File: src/rtl/tile_spawn_scheduler.sv
// Tile spawn scheduler: paces TILE_COUNT spawns, one every INTERVAL ticks, lane drawn from rnd.
// Optional macro SPAWN_NO_REPEAT_EN bumps a lane that repeats the last transferred lane.
module tile_spawn_scheduler #(
  parameter int INTERVAL   = 8,
  parameter int TILE_COUNT = 32
) (
  input  logic       clk,
  input  logic       reset,
  input  logic       start,
  input  logic       pause,
  input  logic       tick,
  input  logic [2:0] rnd,
  output logic       rnd_next,
  output logic       spawn_valid,
  input  logic       spawn_ready,
  output logic [1:0] spawn_lane,
  output logic [7:0] spawn_idx,
  output logic       busy,
  output logic       done
);

  // state    | meaning
  // ST_IDLE  | waiting for start
  // ST_WAIT  | counting unpaused ticks down to the next spawn
  // ST_DRAW  | one cycle: capture lane from rnd, advance the generator
  // ST_OFFER | spawn offered until the consumer accepts it
  // ST_DONE  | one-cycle completion pulse
  typedef enum logic [2:0] {ST_IDLE, ST_WAIT, ST_DRAW, ST_OFFER, ST_DONE} state_t;

  localparam logic [7:0] INTERVAL_C = 8'(INTERVAL);
  localparam logic [7:0] LAST_IDX   = 8'(TILE_COUNT - 1);

  state_t     state_q, state_d;
  logic [7:0] cnt_q, cnt_d;
  logic [7:0] idx_q, idx_d;
  logic [1:0] lane_q, lane_d;
  logic [1:0] drawn_lane;
  logic       unused_rnd;

  assign unused_rnd = rnd[2];

`ifdef SPAWN_NO_REPEAT_EN
  logic [1:0] last_lane_q, last_lane_d;
  logic       last_valid_q, last_valid_d;

  always_comb begin
    drawn_lane = rnd[1:0];
    if (last_valid_q && (rnd[1:0] == last_lane_q)) begin
      drawn_lane = rnd[1:0] + 2'd1;
    end
  end
`else
  assign drawn_lane = rnd[1:0];
`endif

  always_comb begin
    state_d = state_q;
    cnt_d   = cnt_q;
    idx_d   = idx_q;
    lane_d  = lane_q;
`ifdef SPAWN_NO_REPEAT_EN
    last_lane_d  = last_lane_q;
    last_valid_d = last_valid_q;
`endif
    case (state_q)
      ST_IDLE: begin
        if (start) begin
          cnt_d   = INTERVAL_C;
          idx_d   = 8'd0;
`ifdef SPAWN_NO_REPEAT_EN
          last_valid_d = 1'b0;
`endif
          state_d = ST_WAIT;
        end
      end
      ST_WAIT: begin
        if (tick && !pause) begin
          cnt_d = cnt_q - 8'd1;
          if (cnt_q == 8'd1) begin
            state_d = ST_DRAW;
          end
        end
      end
      ST_DRAW: begin
        lane_d  = drawn_lane;
        state_d = ST_OFFER;
      end
      ST_OFFER: begin
        if (spawn_ready) begin
`ifdef SPAWN_NO_REPEAT_EN
          last_lane_d  = lane_q;
          last_valid_d = 1'b1;
`endif
          if (idx_q == LAST_IDX) begin
            state_d = ST_DONE;
          end else begin
            idx_d   = idx_q + 8'd1;
            cnt_d   = INTERVAL_C;
            state_d = ST_WAIT;
          end
        end
      end
      ST_DONE: begin
        state_d = ST_IDLE;
      end
      default: begin
        state_d = ST_IDLE;
      end
    endcase
  end

  always_ff @(posedge clk or posedge reset) begin
    if (reset) begin
      state_q <= ST_IDLE;
      cnt_q   <= 8'd0;
      idx_q   <= 8'd0;
      lane_q  <= 2'd0;
    end else begin
      state_q <= state_d;
      cnt_q   <= cnt_d;
      idx_q   <= idx_d;
      lane_q  <= lane_d;
    end
  end

`ifdef SPAWN_NO_REPEAT_EN
  always_ff @(posedge clk or posedge reset) begin
    if (reset) begin
      last_lane_q  <= 2'd0;
      last_valid_q <= 1'b0;
    end else begin
      last_lane_q  <= last_lane_d;
      last_valid_q <= last_valid_d;
    end
  end
`endif

  // Outputs decode straight from state so reset clears them asynchronously.
  assign rnd_next    = (state_q == ST_DRAW);
  assign spawn_valid = (state_q == ST_OFFER);
  assign busy        = (state_q != ST_IDLE);
  assign done        = (state_q == ST_DONE);
  assign spawn_lane  = lane_q;
  assign spawn_idx   = idx_q;

endmodule

File: config.mk
export PLATFORM = sky130hd
export DESIGN_NAME = tile_spawn_scheduler
export DESIGN_NICKNAME = d
export VERILOG_FILES = /design/src/rtl/tile_spawn_scheduler.sv
export SDC_FILE = /design/constraint.sdc
export NUM_CORES = 1
export LEC_CHECK = 0
export ABC_CLOCK_PERIOD_IN_PS = 2300
export CAP_MARGIN = 0
export CORE_UTILIZATION = 25
export DETAILED_ROUTE_END_ITERATION = 8
export GPL_TIMING_DRIVEN = 0
export SYNTH_ARGS = -nofsm -noshare
export SYNTH_HDL_FRONTEND = slang
export SYNTH_SLANG_ARGS = --single-unit
File: constraint.sdc
create_clock -name clk -period 2.3 [get_ports clk]
set_input_delay 0.23 -clock clk [delete_from_list [all_inputs] [get_ports clk]]
set_output_delay 0.23 -clock clk [all_outputs]
set_load 0.1 [all_outputs]
### Word-level counts from Yosys, hierarchy flattened

Cells that the tools add are included.

| word-level totals | value |
|---|---|
| register bits | 21 |
| input port bits | 9 |

| operators by class | value |
|---|---|
| $add $sub $neg | 2 |
| equality and inequality tests | 11 |
| multiplexer cells | 15 |
| reduce and logical (&&, ||, !) cells | 9 |

Operator list:

| operator | number |
|---|---|
| 2-to-1 mux 8 bit | 7 |
| one-hot mux 8 bit (3 select lines) | 1 |
| one-hot mux 8 bit (2 select lines) | 1 |
| 2-to-1 mux 3 bit | 5 |
| one-hot mux 3 bit (4 select lines) | 1 |
| adder 8 x 1 -> 8 bit, second input constant | 1 |
| == test 8 x 1 -> 1 bit, second input constant | 1 |
| == test 8 x 5 -> 1 bit, second input constant | 1 |
| inequality test 2 bit, second input constant | 4 |
| AND reduction 4 bit | 2 |
| subtractor 8 x 1 -> 8 bit, second input constant | 1 |
| == test 3 x 2 -> 1 bit, second input constant | 2 |
| nonzero test 3 bit | 2 |
| AND reduction 5 bit | 1 |
| == test 3 x 1 -> 1 bit, second input constant | 1 |
| == test 3 bit, second input constant | 1 |
| logical NOT 3 bit | 1 |
| inequality test 2 x 1 -> 1 bit, second input constant | 1 |
| nonzero test 2 bit | 1 |
| logical AND 1 bit | 1 |
| logical NOT 1 bit | 1 |

### Logic depth before layout (Yosys ltp)

Gate-level depths: netlist of run 1.

| depth | value |
|---|---|
| depth after elaboration | 4 |
| depth in mapped cells | 6 |
| mapped depth without buffers | 6 |

### Worst setup path after synthesis of run 1

OpenSTA, ideal clock, no wires.

| timing | value |
|---|---|
| path type | register to register |
| from | register state_q[0] |
| to | register lane_q[0], in the netlist spawn_lane[0] |
| setup time | 0.125 ns |
| arrival | 2.549 ns |
| setup slack | -0.375 ns |
| stages on the path, launching flop included | 5 |
| cells stage by stage | dfrtp_1 > buf_4 > or2b_1 > nor2_1 > mux2_2 |

| on the way | value |
|---|---|
| cells in the longest elaborated chain, start to end | 1 |

Ends and longest elaborated chain:

| item | RTL line | RTL |
|---|---|---|
| start, declared | 33 | `state_t state_q, state_d;` |
| start signal, assigned | 119 | `state_q <= state_d;` |
| == test 3 x 2 -> 1 bit | -- |  |
| via rnd_next | 13 | `output logic rnd_next,` |
| end signal, assigned | 122 | `lane_q <= lane_d;` |
| end, declared | 36 | `logic [1:0] lane_q, lane_d;` |

The timed path passes the listed nets, and every way through them passes these cells.
A chain may end at the register's enable or synchronous reset.

### Worst setup path after layout of run 1

| timing | value |
|---|---|
| from | register idx_q[5], in the netlist spawn_idx[5] |
| to | output port spawn_idx[5] |

RTL lines:

| item | RTL line | RTL |
|---|---|---|
| start, declared | 35 | `logic [7:0] idx_q, idx_d;` |
| start signal, assigned | 121 | `idx_q <= idx_d;` |
| end, declared | 17 | `output logic [7:0] spawn_idx,` |

No word-level cell between the ends.

==> results_dict.tcl, run 1 <==
set metrics [dict create \
    initialDrtViolationCount 81 \
    whs_ns 0.423 \
    nNetsFinal 176 \
    worst_path_max_delay_cell "clkdlybuf4s50_1" \
    cts_root_buffer "clkbuf_8" \
    num_rows 25 \
    cts_tree "done" \
    worst_slew_pin_slew_ns 0.963 \
    core_um2 4790 \
    initial_core_util_pct 26.3 \
    clockPowerShare_pct 22.3 \
    io_buffers 21 \
    synth_nets 150 \
    die_w_um 73.0 \
    maxCapViolations 0 \
    firstDrtPassIters 4 \
    clk_latency_ns 0.27 \
    rsz0062_at_grt "no" \
    path_class "flip-flop to primary output" \
    dp_hpwl_mm 2.06 \
    finalSetupViolCount 0 \
    ys_warn_count 0 \
    crit_start "spawn_idx[5]" \
    cp-start-kind "flip-flop" \
    vdd_drop_max_uv 244 \
    placed_cell_area_um2 1560 \
    netSwitchingFraction_pct 38.2 \
    worstPathArrival_ns 1.90 \
    reg2reg_from "spawn_idx[6]" \
    hold_violations 0 \
    crit_family "buffers and inverters" \
    netlist_instances 138 \
    slew_headroom_pct 35.6 \
    die_y_um 73.0 \
    worstReg2RegEnd "cnt_q[1]" \
    syn2layout_area_growth_pct 27.8 \
    layout_min_cycle_time_ns 2.13 \
    crit_path_end "spawn_idx[5]" \
    grt_start_max_net_pins 22 \
    layout_common_cells "dfrtp_1 (19), clkdlybuf4s50_1 (17), inv_1 (12), o21ai_0 (11), nand2_1 (9)" \
    status "complete, no violations" \
    post_drt_wl_per_cell_um 12.3 \
    fin_area_um2 1610 \
    hold_path_class "input port to asynchronous set/reset pin" \
    grt_usage_pct 11.5 \
    syn_area_um2 1260 \
    dp_cells 226 \
    leakagePower_nw 0.660 \
    drive_above_1_share_pct 14.7 \
    power.density_nw_per_um2 696 \
    diodes 0 \
    fmax_ghz 0.470 \
    synth.distinct_cells 43 \
    htree_num_levels 1 \
    grt_pass1_wl_mm 4.76 \
    cp-end-kind "primary output" \
    cts_num_sinks 21 \
    slew_violations 0 \
    gp_congestion 0.748 \
    crit_cells 1 \
    grt_antenna_before_repair 0 \
    path_max_fanout 8 \
    crit_required_ns 2.07 \
    ys_seq_elements 21 \
    skew_ns 0.00891 \
    p_int_w 0.000692 \
    critPathBufInv 1 \
    drc 0 \
    synth_seq_area_share_pct 41.7 \
    max_stage_delay_ns 1.17 \
    final_util_pct 33.6 \
    routed-via-count 1108 \
    worstPathCellList "clkdlybuf4s50_1" \
    grt.overflow.total 0 \
    dieArea_um2 5330 \
    synth.avg_cell_area_um2 9.13 \
    post_layout_nonfiller_instances 230 \
    pwr-share-seq_pct 45.8 \
    mostFrequentLayoutCell "dfrtp_1" \
    numCtsBuffers 3 \
    finalCritPeriodShare_pct 92.6 \
    post-cts-setup-buffer-count 0 \
    ff2ff_path_depth 4 \
    comb_power_share_pct 31.8 \
    io_pins 23 \
    wirelength_mm 2.84 \
    clk_pin_slew_ns 0.09 \
    power.net_switching_w 0.000428 \
    grt_pass1_vias 1024 \
    via_per_inst 4.82 \
    reg2reg_slack_ns 0.37 \
    clock_path_buffers 2 \
    ant_nets 0 \
]
## metal layers
metal	GRT usage (%)	part of all wire, %
met5	0	0
met3	2.49	3.5
met4	3.27	0.88
met1	16.6	52
met2	17.2	44
## flip-flops by register name, indices dropped and copies added (netlist names)
register    count
cnt_q           8
spawn_idx       8
spawn_lane      2
state_q         3
## Yosys cell counts
library cell  count  share of area, %
or3b_2            1              0.70
a211o_4           1               1.4
or3_1             2              0.99
nor3_1            5               2.0
or2_2             1              0.50
and3_1            1              0.50
clkbuf_1          1              0.30
and2_1            2              0.99
o21ai_0          11               4.4
nor3b_2           1              0.99
nor3_2            1              0.79
a211o_1           1              0.70
o31ai_1           1              0.60
mux2_2            2               1.8
nand4_1           4               2.0
o21a_1            2               1.2
o41ai_1           4               2.8
o22a_1            1              0.70
buf_4             1              0.60
a21o_1            2               1.2
nor2b_1           1              0.50
a211oi_1          1              0.60
nand4b_1          1              0.70
or3_4             1              0.89
nor2_1           10               3.0
or2b_1            1              0.60
nor4_1            2              0.99
buf_2             2              0.79
dfrtp_1          21                42
nand3b_1          3               1.8
o41a_1            2               1.8
nand3_1           4               1.6
and4_1            1              0.70
nand2_1           9               2.7
mux2_4            1               1.2
nand2b_1          2              0.99
ha_1              3               3.0
a221oi_1          1              0.70
inv_1            12               3.6
a21oi_1           6               2.4
a2bb2oi_1         1              0.70
and2_4            1              0.70
a31oi_1           7               3.5
## kinds of logic after synthesis
| family | synth area share (%) |
|---|---|
| buffers and inverters | 5.26 |
| AO/OA/AOI/OAI | 22.5 |
| adder cells (fa/ha/maj) | 2.98 |
| AND/OR/NAND/NOR | 24.5 |
| multiplexers | 2.98 |
| flip-flops | 41.7 |
## worst min path at each step
stage / slack [ns] / start / cells after the start / end
6_report: 0.42 / reset / 2 / cnt_q[5]
2_1_floorplan: 0.21 / reset / 1 / cnt_q[0]
4_1_cts: 0.47 / reset / 2 / spawn_idx[3]
3_5_place_dp: 0.49 / cnt_q[7] / 1 / cnt_q[7]
3_3_place_gp: 0.49 / spawn_lane[1] / 1 / spawn_lane[1]
5_1_grt: 0.54 / reset / 2 / cnt_q[5]
## power by group through the flow
stage,clock network (W),registers (W),logic [W]
floorplan,0,0.000603,0.000181
global placement,0,0.000519,0.000353
detailed placement,0,0.000518,0.000358
CTS,0.000255,0.000513,0.000359
global route,0.000275,0.000526,0.000396
finish,0.000250,0.000514,0.000357
## stage by stage
step	total power [W]	setup WS, ns	TNS (ns)
after floorplan	0.000783	0.0807	0
after global placement	0.000872	-0.0689	-0.276
after detailed placement	0.000876	-0.0923	-0.352
after CTS	0.00113	0.166	0
after global routing	0.00120	0.0980	0
final	0.00112	0.171	0
## layout make-up
class,count,area [µm²]
fill,516,3180
clock buffer,3,41.3
buffer,4,21.3
sequential,21,528
tap,67,83.8
inverter,12,45.0
timing repair buffer,21,213
clock inverter,1,5.00
multi-input combinational,101,673
## timing repair
action                                  4_1_cts  5_1_grt
hold buffers                                  0        0
endpoints found under the setup margin        4        0
resized for setup                            10        0
No activity file was read; power rests on OpenSTA's default activity.
==> run 2: changes to the inputs <==
--- a/config.mk
+++ b/config.mk
@@ -9,7 +9,7 @@
 export CAP_MARGIN = 0
 export CORE_UTILIZATION = 25
 export DETAILED_ROUTE_END_ITERATION = 8
-export GPL_TIMING_DRIVEN = 0
+export DONT_BUFFER_PORTS = 1
 export SYNTH_ARGS = -nofsm -noshare
 export SYNTH_HDL_FRONTEND = slang
 export SYNTH_SLANG_ARGS = --single-unit
==> run 2 against run 1 <==
First-iteration DRC count increased by 48%. Clock skew shrank 0.0058 ns. Final cell count fell by 3.0%. Register-to-register slack hardly changed. Critical path depth grew 3. Sequential share of layout area up 2.2 points. Setup slack better by 0.19 ns. Total power fell by 2.5%. Largest power group unchanged. Sequential cell count unchanged. Critical path type is now flip-flop to flip-flop. Utilization fell by 2.1 points. Highest routed layer unchanged.
==> results_dict.tcl, run 2 (synthesis results as in run 1) <==
set metrics [dict create \
    status "complete, no violations" \
    power.density_nw_per_um2 724 \
    gp_congestion 0.792 \
    rsz0062_at_grt "no" \
    syn2layout_area_growth_pct 19.9 \
    worstPathArrival_ns 2.08 \
    p_int_w 0.000682 \
    worstPathCellList "and2_4, a211o_4, or3_4, a211o_1" \
    dp_hpwl_mm 2.03 \
    grt_start_max_net_pins 22 \
    initialDrtViolationCount 120 \
    power.net_switching_w 0.000411 \
    grt_util_met1_pct 15.5 \
    ant_nets 0 \
    skew_ns 0.00313 \
    worstReg2RegEnd "cnt_q[5]" \
    path_max_fanout 14 \
    post_drt_wl_per_cell_um 12.0 \
    grt_pass1_wl_mm 4.52 \
    pwr-share-seq_pct 46.3 \
    grt.overflow.total 0 \
    reg2reg_from "state_q[0]" \
    busiest_layer "met2" \
    crit_cells 4 \
    cts_num_sinks 21 \
    cp-end-kind "flip-flop" \
    drive_above_1_share_pct 22.4 \
    worst_slack_ns 0.365 \
    hold_path_class "input port to asynchronous set/reset pin" \
    grtUsageMet2_pct 16.0 \
    critPathBufInv 0 \
    reg2reg_slack_ns 0.36 \
    whs_ns 0.0224 \
    io_pins 23 \
    tns_ns 0 \
    cts_root_buffer "clkbuf_8" \
    leakagePower_nw 0.660 \
    final_util_pct 31.6 \
    io_buffers 0 \
    grt_usage_pct 10.7 \
    nNetsFinal 169 \
    dieArea_um2 5330 \
    max_stage_delay_ns 0.51 \
    finalSetupViolCount 0 \
    initial_core_util_pct 26.3 \
    num_rows 25 \
    clk_pin_slew_ns 0.08 \
    crit_start "state_q[0]" \
    num-fill-cells 510 \
    crit_path_end "cnt_q[5]" \
    grt_antenna_before_repair 0 \
    slew_headroom_pct 41.1 \
    post-cts-setup-buffer-count 0 \
    core_um2 4790 \
    finalCritPeriodShare_pct 84.1 \
    numCtsBuffers 3 \
    wirelength_mm 2.68 \
    layout_common_cells "dfrtp_1 (19), buf_4 (18), inv_1 (12), o21ai_0 (11), nand2_1 (9)" \
    drc 0 \
    grt_pass1_vias 961 \
    crit_required_ns 2.44 \
    firstDrtPassIters 4 \
    netSwitchingFraction_pct 37.6 \
    clock_path_buffers 2 \
    layout_min_cycle_time_ns 1.94 \
    path_class "flip-flop to flip-flop" \
    cts_resized 0 \
    mostFrequentLayoutCell "dfrtp_1" \
    comb_power_share_pct 31.9 \
    via_per_inst 4.83 \
    die_w_um 73.0 \
    use_met3_pct 2.49 \
    diodes 0 \
    fmax_ghz 0.517 \
    worst_path_max_delay_cell "dfrtp_1" \
    maxCapViolations 0 \
    clk_latency_ns 0.25 \
    htree_num_levels 1 \
    vdd_drop_max_uv 211 \
    hold_buffers 0 \
    die_y_um 73.0 \
    routed-via-count 1078 \
    cp-start-kind "flip-flop" \
    pre_cts_ws_ns 0.381 \
    slew_violations 0 \
    ff2ff_path_depth 4 \
    cts_tree "done" \
    crit_family "compound AO/OA/AOI/OAI gates" \
    clockPowerShare_pct 21.8 \
    hold_violations 0 \
    worst_slew_pin_slew_ns 0.883 \
]
==> run 2: worst min-delay path by stage <==
| stage | end | slack, ns | depth (start not counted) |
|---|---|---|---|
| after global routing | spawn_idx[2] | 0.1 | 1 |
| after detailed placement | cnt_q[6] | 0.35 | 1 |
| final | spawn_idx[2] | 0.02 | 1 |
| after floorplan | cnt_q[0] | 0.21 | 1 |
| after global placement | spawn_idx[5] | 0.35 | 1 |
| after CTS | cnt_q[6] | 0.07 | 1 |
==> run 2: final cells by class <==
cell class                 instances  area [µm²]  share of cell area, %
inverter                          12        45.0                   2.98
multi-input combinational        101         673                   44.6
tap                               67        83.8                   5.55
timing repair buffer              18         135                   8.95
sequential                        21         528                   35.0
clock buffer                       4        45.0                   2.98
==> run 2: per-stage QoR <==
stage               std cells  area (µm²)  total power, W
finish                    223        1510         0.00109
global route              223        1510         0.00117
CTS                       223        1510         0.00111
detailed placement        219        1470        0.000864
global placement          219        1470        0.000858
floorplan                 138        1270        0.000783
==> run 2: layer usage <==
layer / vias to the layer above / wire length (µm)
li1: 547 / -
met2: 26 / 1190
met3: 2 / 107
met4: 0 / 12
met1: 503 / 1370
met5: - / 0
==> run 2: power groups by stage <==
stage | logic (W) | clock network [W] | registers [W]
global placement | 0.000348 | 0 | 0.000511
finish | 0.000349 | 0.000238 | 0.000506
global route | 0.000380 | 0.000269 | 0.000518
detailed placement | 0.000352 | 0 | 0.000512
CTS | 0.000353 | 0.000255 | 0.000505
floorplan | 0.000181 | 0 | 0.000603
==> run 3: changes to the inputs <==
--- a/config.mk
+++ b/config.mk
@@ -5,7 +5,7 @@
 export SDC_FILE = /design/constraint.sdc
 export NUM_CORES = 1
 export LEC_CHECK = 0
-export ABC_CLOCK_PERIOD_IN_PS = 2300
+export ABC_CLOCK_PERIOD_IN_PS = 1630
 export CAP_MARGIN = 0
 export CORE_UTILIZATION = 25
 export DETAILED_ROUTE_END_ITERATION = 8
==> constraint.sdc (replaced) <==
create_clock -name clk -period 1.63 [get_ports clk]
set_input_delay 0.163 -clock clk [delete_from_list [all_inputs] [get_ports clk]]
set_output_delay 0.163 -clock clk [all_outputs]
set_load 0.1 [all_outputs]
==> run 3 against run 2 <==
Combinational power increased by 110%. Die area unchanged. Non-clock buffer count increased by 30. The flow now finishes with violations (negative setup slack). Wire length increased by 18%. Count of clock-buffer cells in the layout decreased by 1. Sequential share of layout area decreased by 7.0 points. Clock skew increased by 0.0079 ns. Fmax increased by 12%. Design area increased by 30%. Total power increased by 67%. Via count increased by 15%. Register-to-register slack got worse by 0.46 ns.
==> results_dict.tcl, run 3 (synthesis results as in run 1) <==
set metrics [dict create \
    grt_pass1_wl_mm 5.43 \
    grt.overflow.total 0 \
    syn2layout_area_growth_pct 55.4 \
    comb_power_share_pct 40.1 \
    clock_path_buffers 2 \
    path_max_fanout 4 \
    cp-start-kind "flip-flop" \
    initial_core_util_pct 26.3 \
    slew_violations 0 \
    grt_usage_pct 13.4 \
    diodes 0 \
    core_um2 4790 \
    layout_min_cycle_time_ns 1.72 \
    cp-end-kind "flip-flop" \
    status "finished, violations left" \
    crit_required_ns 1.79 \
    path_class "flip-flop to flip-flop" \
    netSwitchingFraction_pct 37.7 \
    initialDrtViolationCount 72 \
    maxCapViolations 0 \
    leakagePower_nw 0.827 \
    skew_ns 0.0111 \
    htree_num_levels 1 \
    cts_num_sinks 21 \
    finalSetupViolCount 5 \
    post_drt_wl_per_cell_um 12.5 \
    power.density_nw_per_um2 933 \
    vdd_drop_max_uv 595 \
    num_rows 25 \
    slew_headroom_pct 59.0 \
    worstPathArrival_ns 1.88 \
    dieArea_um2 5330 \
    power.net_switching_w 0.000688 \
    multi_input_area_um2 816 \
    gp_congestion 0.837 \
    mostFrequentLayoutCell "buf_4" \
    cts_root_buffer "clkbuf_8" \
    grt_antenna_before_repair 0 \
    pre_cts_ws_ns -0.110 \
    ant_nets 0 \
    p_int_w 0.00114 \
    hold_violations 0 \
    final_util_pct 40.9 \
    dp_cells 246 \
    tns_ns -0.252 \
    clockPowerShare_pct 18.8 \
    rsz0062_at_grt "yes" \
    nNetsFinal 199 \
    drc 0 \
    grt_pass1_vias 1193 \
    grt_start_max_net_pins 16 \
    numCtsBuffers 3 \
    wirelength_mm 3.17 \
    routed-via-count 1244 \
    via_per_inst 4.92 \
    finalCritPeriodShare_pct 106 \
    violations "negative setup slack" \
    fmax_ghz 0.581 \
    die_w_um 73.0 \
    dp_hpwl_mm 2.34 \
    worst_slew_pin_slew_ns 0.614 \
    firstDrtPassIters 4 \
    worst_slack_ns -0.0912 \
    layout_common_cells "buf_4 (39), dfrtp_1 (11), inv_1 (9), nand2_1 (9)" \
    clk_latency_ns 0.26 \
    post_layout_nonfiller_instances 253 \
    io_pins 23 \
    seq_area_um2 548 \
    io_buffers 0 \
    hold_path_class "input port to flip-flop" \
    drive_above_1_share_pct 48.4 \
    cts_tree "done" \
    die_y_um 73.0 \
    num-fill-cells 463 \
    pwr-share-seq_pct 41.1 \
    clk_pin_slew_ns 0.08 \
]
run 3: changes by cell type in the layout (fill, tap and decap cells not counted), sizes merged:
cell	previous run	this run
buf	18	47
clkbuf	4	3
clkinv	0	1
dlygate4sd3	0	1
run 3: stage by stage:
| step | total power [W] | instance area [µm²] | hold WS (ns) |
|---|---|---|---|
| after floorplan | 0.00112 | 1330 | 0.139 |
| after global placement | 0.00131 | 1760 | 0.180 |
| after detailed placement | 0.00131 | 1760 | 0.180 |
| after CTS | 0.00176 | 1890 | 0.0393 |
| after global routing | 0.00196 | 1960 | 0.0332 |
| final | 0.00183 | 1960 | 0.0441 |
run 3: per-layer routing:
| metal | vias to the layer above | wire length [µm] | track usage, % |
|---|---|---|---|
| li1 | 614 | - | - |
| met1 | 585 | 1490 | 17.0 |
| met2 | 39 | 1500 | 21.9 |
| met3 | 6 | 134 | 3.87 |
| met4 | 0 | 50 | 3.92 |
| met5 | - | 0 | 0 |
run 3: path summary, 6_finish.rpt:
check | startpoint | endpoint | slack (ns) | cells past startpoint
min in group asynchronous | reset | spawn_idx[5] | 0.41 | 2
worst min-delay path | rnd[1] | spawn_lane[1] | 0.04 | 1
max in group asynchronous | reset | cnt_q[7] | 0.67 | 3
worst min register to register | spawn_lane[0] | spawn_lane[0] | 0.52 | 1
worst max-delay path | state_q[0] | cnt_q[1] | -0.09 | 4
worst max register to register | state_q[0] | cnt_q[1] | -0.09 | 4
run 3: worst max-delay path, cell delays in order (launching register included):
cell     delay [ns]
dfrtp_1        0.41
and2_4         0.18
a211o_4        0.33
or3_4          0.40
mux2_4         0.30
run 3: repair_timing:
item                                   4_1_cts  5_1_grt
pin swaps                                    6        5
resized for setup                           18       15
hold buffers                                 1        0
buffers inserted                             1        1
endpoints found under the hold margin       14        0
setup endpoints to repair                   19       20
run 3: power by group through the flow:
stage	clock (W)	combinational [W]	sequential [W]
after global placement	0	0.000579	0.000730
final	0.000343	0.000733	0.000752
after CTS	0.000360	0.000673	0.000730
after global routing	0.000380	0.000806	0.000769
after detailed placement	0	0.000585	0.000729
after floorplan	0	0.000261	0.000863
run 3: area by class of cell:
type	instances	share of cell area (%)
Clock buffer	3	2.11
Tap cell	67	4.28
Sequential cell	21	28.0
Inverter	12	2.30
Multi-Input combinational cell	101	41.7
Clock inverter	1	0.256
Timing Repair Buffer	48	21.4
